[config.mk]
export PLATFORM = sky130hd
export DESIGN_NAME = uart_tx_buffer
export DESIGN_NICKNAME = d
export VERILOG_FILES = /design/src/rtl/uart_pkg.sv /design/src/rtl/uart_fifo_mem.sv /design/src/rtl/uart_tx_buffer.sv
export SDC_FILE = /design/constraint.sdc
export NUM_CORES = 1
export LEC_CHECK = 0
export ABC_AREA = 0
export CORE_UTILIZATION = 54
export CTS_CLUSTER_SIZE = 30
export DETAILED_ROUTE_END_ITERATION = 16
export PLACE_DENSITY = 0.72
export SYNTH_ARGS = -nofsm -noshare
export SYNTH_HDL_FRONTEND = slang
export SYNTH_SLANG_ARGS = --single-unit
[constraint.sdc]
create_clock -name clk -period 2.83 [get_ports clk]
set_input_delay 0.566 -clock clk [delete_from_list [all_inputs] [get_ports clk]]
set_output_delay 0.566 -clock clk [all_outputs]
set_load 0.005 [all_outputs]
[src/rtl/uart_pkg.sv]
// ============================================================================
// Module      : uart_pkg
// Description : Shared widths, FIFO depth default and TX FSM state encodings
//               for the UART transmit path.
// Revision    : 1.0 - initial release
// ============================================================================
`default_nettype none

package uart_pkg;

    localparam int UART_DATA_W           = 8;
    localparam int UART_TXBUF_DEPTH_LOG2 = 4;

    localparam logic [1:0] c_TX_IDLE      = 2'd0;
    localparam logic [1:0] c_TX_START     = 2'd1;
    localparam logic [1:0] c_TX_WAIT_BUSY = 2'd2;
    localparam logic [1:0] c_TX_WAIT_DONE = 2'd3;

endpackage

`default_nettype wire

[src/rtl/uart_fifo_mem.sv]
// ============================================================================
// Module      : uart_fifo_mem
// Description : DEPTH x DATA_W register array, one write port and one
//               asynchronous read port.
// Revision    : 1.0 - initial release
// ============================================================================
`default_nettype none

module uart_fifo_mem
    import uart_pkg::*;
#(
    parameter int DEPTH_LOG2 = UART_TXBUF_DEPTH_LOG2,
    parameter int DATA_W     = UART_DATA_W
) (
    input  logic                  clk,
    input  logic                  i_we,
    input  logic [DEPTH_LOG2-1:0] i_waddr,
    input  logic [DATA_W-1:0]     i_wdata,
    input  logic [DEPTH_LOG2-1:0] i_raddr,
    output logic [DATA_W-1:0]     o_rdata
);

    logic [DATA_W-1:0] r_mem [0:(1<<DEPTH_LOG2)-1];

    // Storage is deliberately not reset; the pointers define what is valid.
    always_ff @(posedge clk) begin
        if (i_we) begin
            r_mem[i_waddr] <= i_wdata;
        end
    end

    assign o_rdata = r_mem[i_raddr];

endmodule

`default_nettype wire

[src/rtl/uart_tx_buffer.sv]
// ============================================================================
// Module      : uart_tx_buffer
// Description : Byte FIFO between the UART bus write path and the serial
//               transmitter start/busy handshake. Optional macro
//               UART_TX_LEVEL_EN adds level_o and almost_full_o outputs.
// Revision    : 1.0 - initial release
// ============================================================================
`default_nettype none

module uart_tx_buffer
    import uart_pkg::*;
#(
    parameter int DEPTH_LOG2 = UART_TXBUF_DEPTH_LOG2,
    parameter int DATA_W     = UART_DATA_W
) (
    input  logic              clk,
    input  logic              rst,
    input  logic              bus_select_i,
    input  logic              bus_we_i,
    input  logic [DATA_W-1:0] bus_data_i,
    output logic              bus_ack_o,
    output logic              full_o,
    output logic              empty_o,
    output logic              tx_start_o,
    output logic [DATA_W-1:0] tx_data_o,
    input  logic              tx_busy_i
`ifdef UART_TX_LEVEL_EN
    ,
    output logic [DEPTH_LOG2:0] level_o,
    output logic                almost_full_o
`endif
);

    localparam int unsigned         c_DEPTH_INT = 1 << DEPTH_LOG2;
    localparam logic [DEPTH_LOG2:0] c_DEPTH     = c_DEPTH_INT[DEPTH_LOG2:0];

    logic [DEPTH_LOG2-1:0] r_wptr;
    logic [DEPTH_LOG2-1:0] r_rptr;
    logic [DEPTH_LOG2:0]   r_count;
    logic [1:0]            r_state;
    logic                  r_ack;
    logic                  r_tx_start;
    logic [DATA_W-1:0]     r_tx_data;

    logic                  w_full;
    logic                  w_empty;
    logic                  w_push;
    logic                  w_pop;
    logic [DATA_W-1:0]     w_rdata;

    assign w_full  = (r_count == c_DEPTH);
    assign w_empty = (r_count == '0);

    // Holding the strobe through the ack cycle must not enqueue the byte twice.
    assign w_push = bus_select_i & bus_we_i & ~w_full & ~r_ack;
    assign w_pop  = (r_state == c_TX_IDLE) & ~w_empty & ~tx_busy_i;

    uart_fifo_mem #(
        .DEPTH_LOG2 (DEPTH_LOG2),
        .DATA_W     (DATA_W)
    ) u_mem (
        .clk     (clk),
        .i_we    (w_push),
        .i_waddr (r_wptr),
        .i_wdata (bus_data_i),
        .i_raddr (r_rptr),
        .o_rdata (w_rdata)
    );

    always_ff @(posedge clk or negedge rst) begin
        if (!rst) begin
            r_wptr  <= '0;
            r_rptr  <= '0;
            r_count <= '0;
            r_ack   <= 1'b0;
        end else begin
            if (w_push) begin
                r_wptr <= r_wptr + 1'b1;
            end
            if (w_pop) begin
                r_rptr <= r_rptr + 1'b1;
            end
            case ({w_push, w_pop})
                2'b10:   r_count <= r_count + 1'b1;
                2'b01:   r_count <= r_count - 1'b1;
                default: r_count <= r_count;
            endcase
            r_ack <= w_push;
        end
    end

    // tx_start is raised on entry to START so it is high for exactly that state.
    always_ff @(posedge clk or negedge rst) begin
        if (!rst) begin
            r_state    <= c_TX_IDLE;
            r_tx_start <= 1'b0;
            r_tx_data  <= '0;
        end else begin
            case (r_state)
                c_TX_IDLE: begin
                    if (w_pop) begin
                        r_tx_data  <= w_rdata;
                        r_tx_start <= 1'b1;
                        r_state    <= c_TX_START;
                    end
                end
                c_TX_START: begin
                    r_tx_start <= 1'b0;
                    r_state    <= c_TX_WAIT_BUSY;
                end
                c_TX_WAIT_BUSY: begin
                    if (tx_busy_i) begin
                        r_state <= c_TX_WAIT_DONE;
                    end
                end
                c_TX_WAIT_DONE: begin
                    if (!tx_busy_i) begin
                        r_state <= c_TX_IDLE;
                    end
                end
            endcase
        end
    end

    assign bus_ack_o  = r_ack;
    assign full_o     = w_full;
    assign empty_o    = w_empty;
    assign tx_start_o = r_tx_start;
    assign tx_data_o  = r_tx_data;

`ifdef UART_TX_LEVEL_EN
    localparam int unsigned         c_AF_INT   = c_DEPTH_INT - 2;
    localparam logic [DEPTH_LOG2:0] c_AF_LEVEL = c_AF_INT[DEPTH_LOG2:0];

    assign level_o       = r_count;
    assign almost_full_o = (r_count >= c_AF_LEVEL);
`endif

endmodule

`default_nettype wire

Yosys cells after proc, flatten, opt, wreduce, memory -nomap -nowiden
Memory sizes are Yosys's and may differ from the RTL's. A register that Yosys moved wholly into a read port is not among the register bits. Index checks and enable logic that the tools add are counted.

Input bits: 13. Output and inout port bits: 12. RAM bits: 128. Word-level logic and storage cells: 46. Register bits after elaboration: 17. Memories kept: 1.

Equal/unequal tests: 9. Reduce and logical (&&, ||, !) cells: 8. Bitwise gates (word level): 9. Add/subtract/negate cells: 4. Mux-type cells: 9.

Memory list: u_mem.r_mem (words 16, width 8, read ports 1, clocked after Yosys merged registers in 1, wr ports 1, RTL line uart_fifo_mem.sv:23) `logic [DATA_W-1:0] r_mem [0:(1<<DEPTH_LOG2)-1];`.

Operator list (count): case mux 5 bit (2 select lines) (1); adder 4 x 1 -> 4 bit, second input constant (2); case mux 2 bit (4 select lines) (1); equality test 2 bit, second input constant (3); two-way mux 2 bit (3); inequality test 2 bit, second input constant (3); adder 5 x 1 -> 5 bit, second input constant (1); bitwise AND 1 bit (5); equality test 5 bit, second input constant (1); logical NOT 5 bit (1); subtractor 5 x 1 -> 5 bit, second input constant (1); equality test 2 x 1 -> 1 bit, second input constant (2); NOT 1 bit (4); AND reduction 2 bit (2); nonzero test 2 bit (2); two-way mux 1 bit (3); AND reduction 3 bit (1); logical NOT 2 bit (1); case mux 1 bit (2 select lines) (1); logical NOT 1 bit (1).

Longest topological paths before layout
Gate-level depths: netlist (run 1).

Word-level depth: 6. Gate-level depth with buffers: 12. Gate-level depth less buffers: 12.

By module
Synthesis (run 1) repeated with hierarchy kept, for this count alone.

Cells, all modules: 326. Area total of the unflattened synthesis: 6299.8 µm².

Modules (own cells, without submodules): uart_fifo_mem (area an instance 4987.3 µm², instances 1, cells an instance 221, seq. area each 3843.7 µm²); uart_tx_buffer (area an instance 1312.5 µm², instances 1, cells an instance 105, seq. area each 625.6 µm²).

Worst setup path after synthesis (run 1)
OpenSTA, ideal clock, no wires.

Path type: register to register. Start: register r_state[0]. End: register r_count[4]. Slack: 137 ps. Required time: 2705 ps. Period minus slack after synthesis: 2693 ps. Stages on the path, launching flop included: 13. Arrival time: 2568 ps. Library setup time: 125 ps. Buffers on the path: 0. Cell sequence: dfrtp_1 > inv_1 > ha_1 > or3b_4 > clkinv_4 > ha_1 > inv_1 > fa_1 > nor2b_1 > o21ai_1 > nand3_1 > or3b_1 > xnor2_1.

Cells in the longest elaborated chain, start to end: 5. Elaborated cells on any way between the ends: 7. Those cells by class: eq/ne (2); mux (1); bitwise (2); reduce/logical (2).

Ends and longest elaborated chain: from (decl) (RTL line uart_tx_buffer.sv:40) `logic [1:0] r_state;`; from (signal assigned) (RTL line uart_tx_buffer.sv:95) `r_state <= c_TX_IDLE;`; from (signal assigned) (RTL line uart_tx_buffer.sv:104) `r_state <= c_TX_START;`; from (signal assigned) (RTL line uart_tx_buffer.sv:109) `r_state <= c_TX_WAIT_BUSY;`; logical NOT 2 bit * (RTL line uart_tx_buffer.sv:56) `assign w_pop = (r_state == c_TX_IDLE) & ~w_empty & ~tx_busy_i;`; bitwise AND 1 bit * (2 in series) (RTL line uart_tx_buffer.sv:56); net w_pop (RTL line uart_tx_buffer.sv:48) `logic w_pop;`; equality test 2 x 1 -> 1 bit or equality test 2 bit (tied branches) (RTL line uart_tx_buffer.sv:83) `case ({w_push, w_pop})`; case mux 5 bit (2 select lines) or nonzero test 2 bit (tied branches); to (signal assigned) (RTL line uart_tx_buffer.sv:84) `2'b10: r_count <= r_count + 1'b1;`; to (signal assigned) (RTL line uart_tx_buffer.sv:85) `2'b01: r_count <= r_count - 1'b1;`; to (signal assigned) (RTL line uart_tx_buffer.sv:86) `default: r_count <= r_count;`; to (decl) (RTL line uart_tx_buffer.sv:39) `logic [DEPTH_LOG2:0] r_count;`.

Mark *: on every way through the listed nets, which the timed path passes. The rest lies on a longest branch. A chain may end at the register's enable or synchronous reset.

Final worst setup path (run 1)
Start: register r_state[1]. End: register r_count[4].

The elaborated chain is that of the path after synthesis.

==> reports/qor.txt, run 1 <==
Clk_lat worst skew -> 420 ps
FF-to-FF Start -> r_state[1]$_DFFE_PN0P_
Clock root buffer -> clkbuf_16
Async SR Flop Fraction -> 16.3%
Vias/cell -> 5.93
Setup Viol. Count Final -> 0
R2R setup slack -> 110 ps
H-tree levels -> 4
Endpoints failing hold -> 0
Avg Cell Area, Syn -> 19.3 sq um
WP data arrival -> 3030 ps
Vias in the first global route -> 3229
WS Path Type -> reg -> reg
Xor/xnor cell area share of the yosys netlist -> 1.40%
Die area -> 12000 sq um
Slowest cell on crit path -> dfrtp_1
CTS tree -> built
Die Y -> 110 um
Min Tclk post-route -> 2720 ps
Core area -> 11100 sq um
HPWL Detailed -> 7720 um
CP most frequent cell -> inv_1
Largest net degree at the start of global routing -> 34
Critical Path Source -> r_state[1]$_DFFE_PN0P_
Vias -> 3193
Detail Route met2 WL -> 6150 um
Adder-cell share of the synthesized area -> 3.12%
Crit. End Element -> flip-flop
Drt first pass iters -> 5
Max_cap viols -> 0
Worst-Margin Slew -> 709 ps
CTS Buf Count -> 17
Routability-driven placement congestion ratio -> 0.790
Status -> completed
Post-synthesis simple-gate area fraction -> 4.82%
Main combinational cell family by area after synthesis -> multiplexers
Min-Delay Endpoint -> tx_data_o[0]$_DFFE_PN0P_
IR drop worst, VDD -> 0.000734 V
Share of the synthesized area in the top cell type -> 61.4%
F_max -> 0.367 GHz
Starting Density -> 56.5%
GRT Util Overall -> 23.5%
Final period util -> 96.2%
GRT Residual Overflow -> 0
CTS hold repair buffers -> 0
Cell taking the most area after synthesis -> edfxtp_1
PnR worst setup slack -> 107 ps
Leading cell type by number of instances after synthesis -> edfxtp_1
Synth Flop Type -> edfxtp_1
Routed WL -> 12400 um
Worst reg2reg path depth -> 12
CP Cell Sequence -> inv_1, ha_2, or3b_4, clkinv_4, ha_4, inv_1, fa_1, nor2b_1, o21ai_1, nand3_1, or3b_1, xnor2_1
Mux share of post-synthesis cell area -> 14.4%
Crit-path max FO -> 4
Critical Path Max Stage Delay -> 410 ps
Antenna diodes -> 0
First-pass GRT wire length -> 18900 um
DRT iter0 DRCs -> 257
Reg2reg end -> r_count[4]$_DFFE_PN0P_
Synth Area in Compound Gates -> 2.88%
Distinct cells, synth -> 39
Worst setup SP type -> flip-flop
Longest Clk Path Bufs -> 2
Max Used Layer -> met4
Cells after Synth -> 325
DR WL/cell -> 23.0 um
Seq/Total Area, Yosys -> 71.4%
Hold_sp -> tx_data_o[0]$_DFFE_PN0P_
Syn Nets -> 353
Yosys reg bits -> 153
Area Growth Syn to Fin -> 19.2%
WL met1 -> 5470 um
Initial antenna violation count -> 0
Max-slew violation count -> 0
Design Area, Final -> 7460 sq um
Synth area leaders -> edfxtp_1, mux4_2, dfrtp_1
Worst-path clk slew -> 60 ps
P_leak -> 2.66 nW
Warnings, synthesis -> 0
Site Rows -> 38
Post-synth EDFFs -> 128
Power per cell area -> 971 nW/um^2
Max-slew headroom -> 52.7%
Post-DRT Antenna Nets -> 0
Overall power -> 0.00725 W
Boundary pin count -> 25
Clock skew -> 9.71 ps
DRC Markers -> 0
Worst Path Required -> 3130 ps
# nets final -> 414
Utilization after layout -> 67.3%
Mapped Area -> 6260 sq um
Min Hold Slack -> 501 ps
Worst slack, placed -> -185 ps
Placed cell area -> 6820 sq um
I/O Buffers -> 24
Met3 routed WL -> 636 um
Hold path depth -> 2
Share of layout cells above drive strength 1 -> 28.9%
Clock Sinks -> 153
Most instantiated cells after synthesis -> edfxtp_1, mux4_2, dfrtp_1, nand2_1, mux2i_1
Tightest Hold Check Type -> reg -> reg
Die W -> 110 um
## cells in the final DEF (no fill, tap or decap), drive strengths merged, types with 14 or more instances in the layout
cell / instances
ha: 14
dfrtp: 25
edfxtp: 128
clkdlybuf4s50: 24
inv: 14
mux4: 32
nand2: 20
clkbuf: 17
mux2i: 17
buf: 32
## cells by family after synthesis
family | after synthesis
AOI/OAI and AO/OA | 19
xor gates and xnor gates | 10
adders and majority gates | 15
buffers and inverters | 25
DFF | 153
muxes | 50
and+or+nand+nor | 53
## repair_timing
| action | 4_1_cts | 5_1_grt |
|---|---|---|
| resized for setup | 0 | 9 |
| setup buffers | 0 | 3 |
| setup endpoints to repair | 0 | 1 |
## routing by layer
| layer | vias to the layer above | GRT usage, % |
|---|---|---|
| li1 | 1404 | - |
| met1 | 1663 | 32.2 |
| met2 | 109 | 36.2 |
| met3 | 17 | 6.82 |
| met4 | 0 | 8.76 |
| met5 | - | 0 |
## per-stage QoR
step | cells | TNS [ps]
2_1_floorplan | 325 | 0
3_3_place_gp | 504 | -134
3_5_place_dp | 504 | -185
4_1_cts | 535 | 0
5_1_grt | 538 | -38.5
6_report | 538 | 0
## sequential cells by signal (all words and copies together) (netlist names)
name,cells
r_rptr,4
u_mem.r_mem,128
r_wptr,4
bus_ack_o,1
tx_start_o,1
tx_data_o,8
r_count,5
r_state,2
## worst max path at each step
| stage | to | depth (start not counted) |
|---|---|---|
| finish | r_count[4]$_DFFE_PN0P_ | 12 |
| global route | r_count[4]$_DFFE_PN0P_ | 12 |
| CTS | r_count[4]$_DFFE_PN0P_ | 12 |
| detailed placement | r_count[4]$_DFFE_PN0P_ | 11 |
| global placement | r_count[4]$_DFFE_PN0P_ | 11 |
| floorplan | r_count[4]$_DFFE_PN0P_ | 12 |
## power by group
part,internal (W),switching [W]
sequential,0.00270,0.000221
combinational,0.00111,0.00103
clock,0.00130,0.000898
total,0.00510,0.00215
## worst max-delay path: cells and delay by family (launching register included)
kind,cells,cell delay (ps)
AO/OA/AOI/OAI,1,100
XOR/XNOR,1,130
adder cells (fa/ha/maj),3,740
buffers and inverters,3,240
flip-flops,1,410
AND/OR/NAND/NOR,4,980
## area by class of cell
type                       count  area, sq um
fill                         752         3620
sequential                   153         4470
inverter                      11         46.3
multi-input combinational    147         1710
tap                          140          175
clock inverter                14          146
clock buffer                  17          425
timing repair buffer          56          480
No activity file was read; power rests on OpenSTA's default activity.
==> inputs of run 2 (changes only) <==
- CORE_MARGIN: unset -> 2
==> run 2 against run 1 <==
Via count decreased by 3.9%. Sequential power decreased by 1%. Non-clock buffer count decreased by 6. Clock skew increased by 0.83 ps. Routed wire length decreased by 7.4%. Register-to-register slack about the same. Cell count decreased by 0.37%. First-iteration DRC count decreased by 16%. Maximum frequency about the same. Sequential share of layout area increased by 0.39 points. Final area decreased by 0.67%. Power decreased by 2.0%. Critical endpoint unchanged. Largest power group unchanged.
==> reports/qor.txt, run 2 (synthesis gave the netlist of run 1 again) <==
Most frequent cells in the layout -> edfxtp_1, mux4_2, buf_4
F_max -> 0.367 GHz (about the same)
DR WL/cell -> 21.4 um (-7.1%)
Register area -> 4470 sq um (about the same)
Tightest Hold Check Type -> reg -> reg
Site Rows -> 39 (+2.6%)
R2R setup slack -> 110 ps (about the same)
Buf/Inv on CP -> 2 (-1)
Routability-driven placement congestion ratio -> 0.797 (+0.91%)
Delay-heaviest family, CP -> simple AND/OR/NAND/NOR gates
DRC Markers -> 0 (unchanged)
Post-Route Setup TNS -> 0 ps (unchanged)
Largest net degree at the start of global routing -> 36 (+5.9%)
Routed WL -> 11500 um (-7.4%)
Slowest cell on crit path -> dfrtp_1
CTS Buf Count -> 17 (unchanged)
FF-to-FF Start -> r_count[2]$_DFFE_PN0P_
Share of layout cells above drive strength 1 -> 28.0% (-0.90 points)
Clock Sinks -> 153 (unchanged)
Die W -> 112 um (+1.8%)
Worst-path clk slew -> 60 ps (about the same)
Utilization after layout -> 65.2% (-2.2 points)
Core area -> 11400 sq um (+2.6%)
Multi-input gate area -> 1730 sq um (+0.66%)
GRT Util Overall -> 20.1% (-3.5 points)
Placed cell area -> 6790 sq um (-0.42%)
Worst Path Required -> 3120 ps (about the same)
CP Cell Sequence -> nor4_4, nor2b_4, or3b_4, clkinv_4, ha_4, buf_4, ha_4, nor2b_2, o21ai_2, a21oi_2, or3b_1, xnor2_1
Worst setup SP type -> flip-flop
Power per cell area -> 958 nW/um^2 (-1.4%)
H-tree levels -> 4 (unchanged)
Min-Delay Endpoint -> tx_data_o[6]$_DFFE_PN0P_
Clock root buffer -> clkbuf_16
P_leak -> 2.62 nW (-1.5%)
DRT iter0 DRCs -> 215 (-16%)
Die Y -> 112 um (+1.8%)
WS Path Type -> reg -> reg
GRT Residual Overflow -> 0 (unchanged)
CP most frequent cell -> ha_4
Hold path depth -> 2 (unchanged)
Crit. End Element -> flip-flop
Largest register FFs -> 128 (unchanged)
IR drop worst, VDD -> 0.000733 V (-0.18%)
Most common cell after layout, fill and taps aside -> edfxtp_1
Drt first pass iters -> 4 (-1)
Post-DRT Antenna Nets -> 0 (unchanged)
Clock skew -> 10.5 ps (+0.828 ps)
Crit-path max FO -> 3 (-1)
WP data arrival -> 3020 ps (about the same)
Max-slew headroom -> 61.7% (+9.0 points)
Max-slew violation count -> 0 (unchanged)
Finished Layout Cells -> 536 (-0.37%)
Worst-Margin Slew -> 573 ps (-136 ps)
Starting Density -> 55.1% (-1.4 points)
Clk_lat worst skew -> 410 ps (about the same)
Placed insts -> 501 (-0.60%)
Antenna diodes -> 0 (unchanged)
Vias -> 3069 (-3.9%)
Initial antenna violation count -> 0 (unchanged)
First-pass GRT wire length -> 18200 um (-3.9%)
Boundary pin count -> 25 (unchanged)
I/O Buffers -> 24 (unchanged)
Final period util -> 96.2% (about the same)
Vias in the first global route -> 3201 (-0.87%)
Setup Viol. Count Final -> 0 (unchanged)
Status -> completed
Die area -> 12500 sq um (+3.7%)
Design Area, Final -> 7410 sq um (-0.67%)
Vias/cell -> 5.73 (-3.5%)
CTS tree -> built
Reg with most FFs -> u_mem.r_mem
Longest Clk Path Bufs -> 2 (unchanged)
# nets final -> 408 (-1.4%)
Number of filler cells placed in the layout -> 778 (+3.5%)
Critical Path Max Stage Delay -> 420 ps (about the same)
Reg2reg end -> r_count[4]$_DFFE_PN0P_
HPWL Detailed -> 7000 um (-9.3%)
Area Growth Syn to Fin -> 18.4%
CTS hold repair buffers -> 0 (unchanged)
Max_cap viols -> 0 (unchanged)
Min Hold Slack -> 494 ps (-7.43 ps)
Endpoints failing hold -> 0 (unchanged)
Hold_sp -> tx_data_o[6]$_DFFE_PN0P_
Worst reg2reg path depth -> 12 (unchanged)
Min Tclk post-route -> 2720 ps (+0.403 ps)
[run 2: final cells by class]
| cell class | instances | share of cell area, % |
|---|---|---|
| Clock buffer | 21 | 6.21 |
| Inverter | 11 | 0.625 |
| Sequential cell | 153 | 60.3 |
| Clock inverter | 11 | 1.08 |
| Multi-Input combinational cell | 147 | 23.3 |
| Timing Repair Buffer | 50 | 6.05 |
| Tap cell | 143 | 2.41 |
[run 2: how the worst max path moves through the flow]
stage	start	endpoint	slack [ps]	cells past startpoint
after floorplan	r_state[0]$_DFFE_PN0P_	r_count[4]$_DFFE_PN0P_	140	12
after global routing	r_count[2]$_DFFE_PN0P_	r_count[4]$_DFFE_PN0P_	-20	12
after global placement	tx_busy_i	r_count[4]$_DFFE_PN0P_	-180	11
after CTS	r_count[1]$_DFFE_PN0P_	r_count[4]$_DFFE_PN0P_	40	12
after detailed placement	tx_busy_i	r_count[4]$_DFFE_PN0P_	-230	11
final	r_count[2]$_DFFE_PN0P_	r_count[4]$_DFFE_PN0P_	110	12
[run 2: worst min-delay path, cell delays in order (launching register included)]
cell and delay, ps:
dfrtp_1 350, nand2_1 60, o221ai_2 50
[run 2: metal layers]
| metal | vias to the layer above | GRT usage, % | share of wire, % |
|---|---|---|---|
| li1 | 1393 | - | - |
| met1 | 1582 | 29.2 | 46 |
| met2 | 80 | 29.9 | 48 |
| met3 | 14 | 5.39 | 4.3 |
| met4 | 0 | 7.08 | 1.2 |
| met5 | - | 0 | 0 |
[run 2: through the flow]
step	total power, W	setup WS [ps]
detailed placement	0.00501	-234
finish	0.00710	107
floorplan	0.00434	137
global placement	0.00496	-176
CTS	0.00707	38.4
global route	0.00747	-22.7
[run 2: report_power, final]
part	internal (W)	switching, W	total [W]	leakage [nW]
clock network	0.00123	0.000810	0.00205	0.263
logic	0.00113	0.00105	0.00217	0.897
registers	0.00270	0.000184	0.00288	1.46
total	0.00506	0.00204	0.00710	2.62
[run 2: repair_timing]
action / 4_1_cts / 5_1_grt
setup endpoints to repair: 0 / 1
buffers inserted: 0 / 3
resized for setup: 0 / 12
==> inputs of run 3 (changes only) <==
- SLEW_MARGIN: unset -> 30
==> results of run 3 <==
No change in the layout: final DEF, timing and power equal those of run 2.
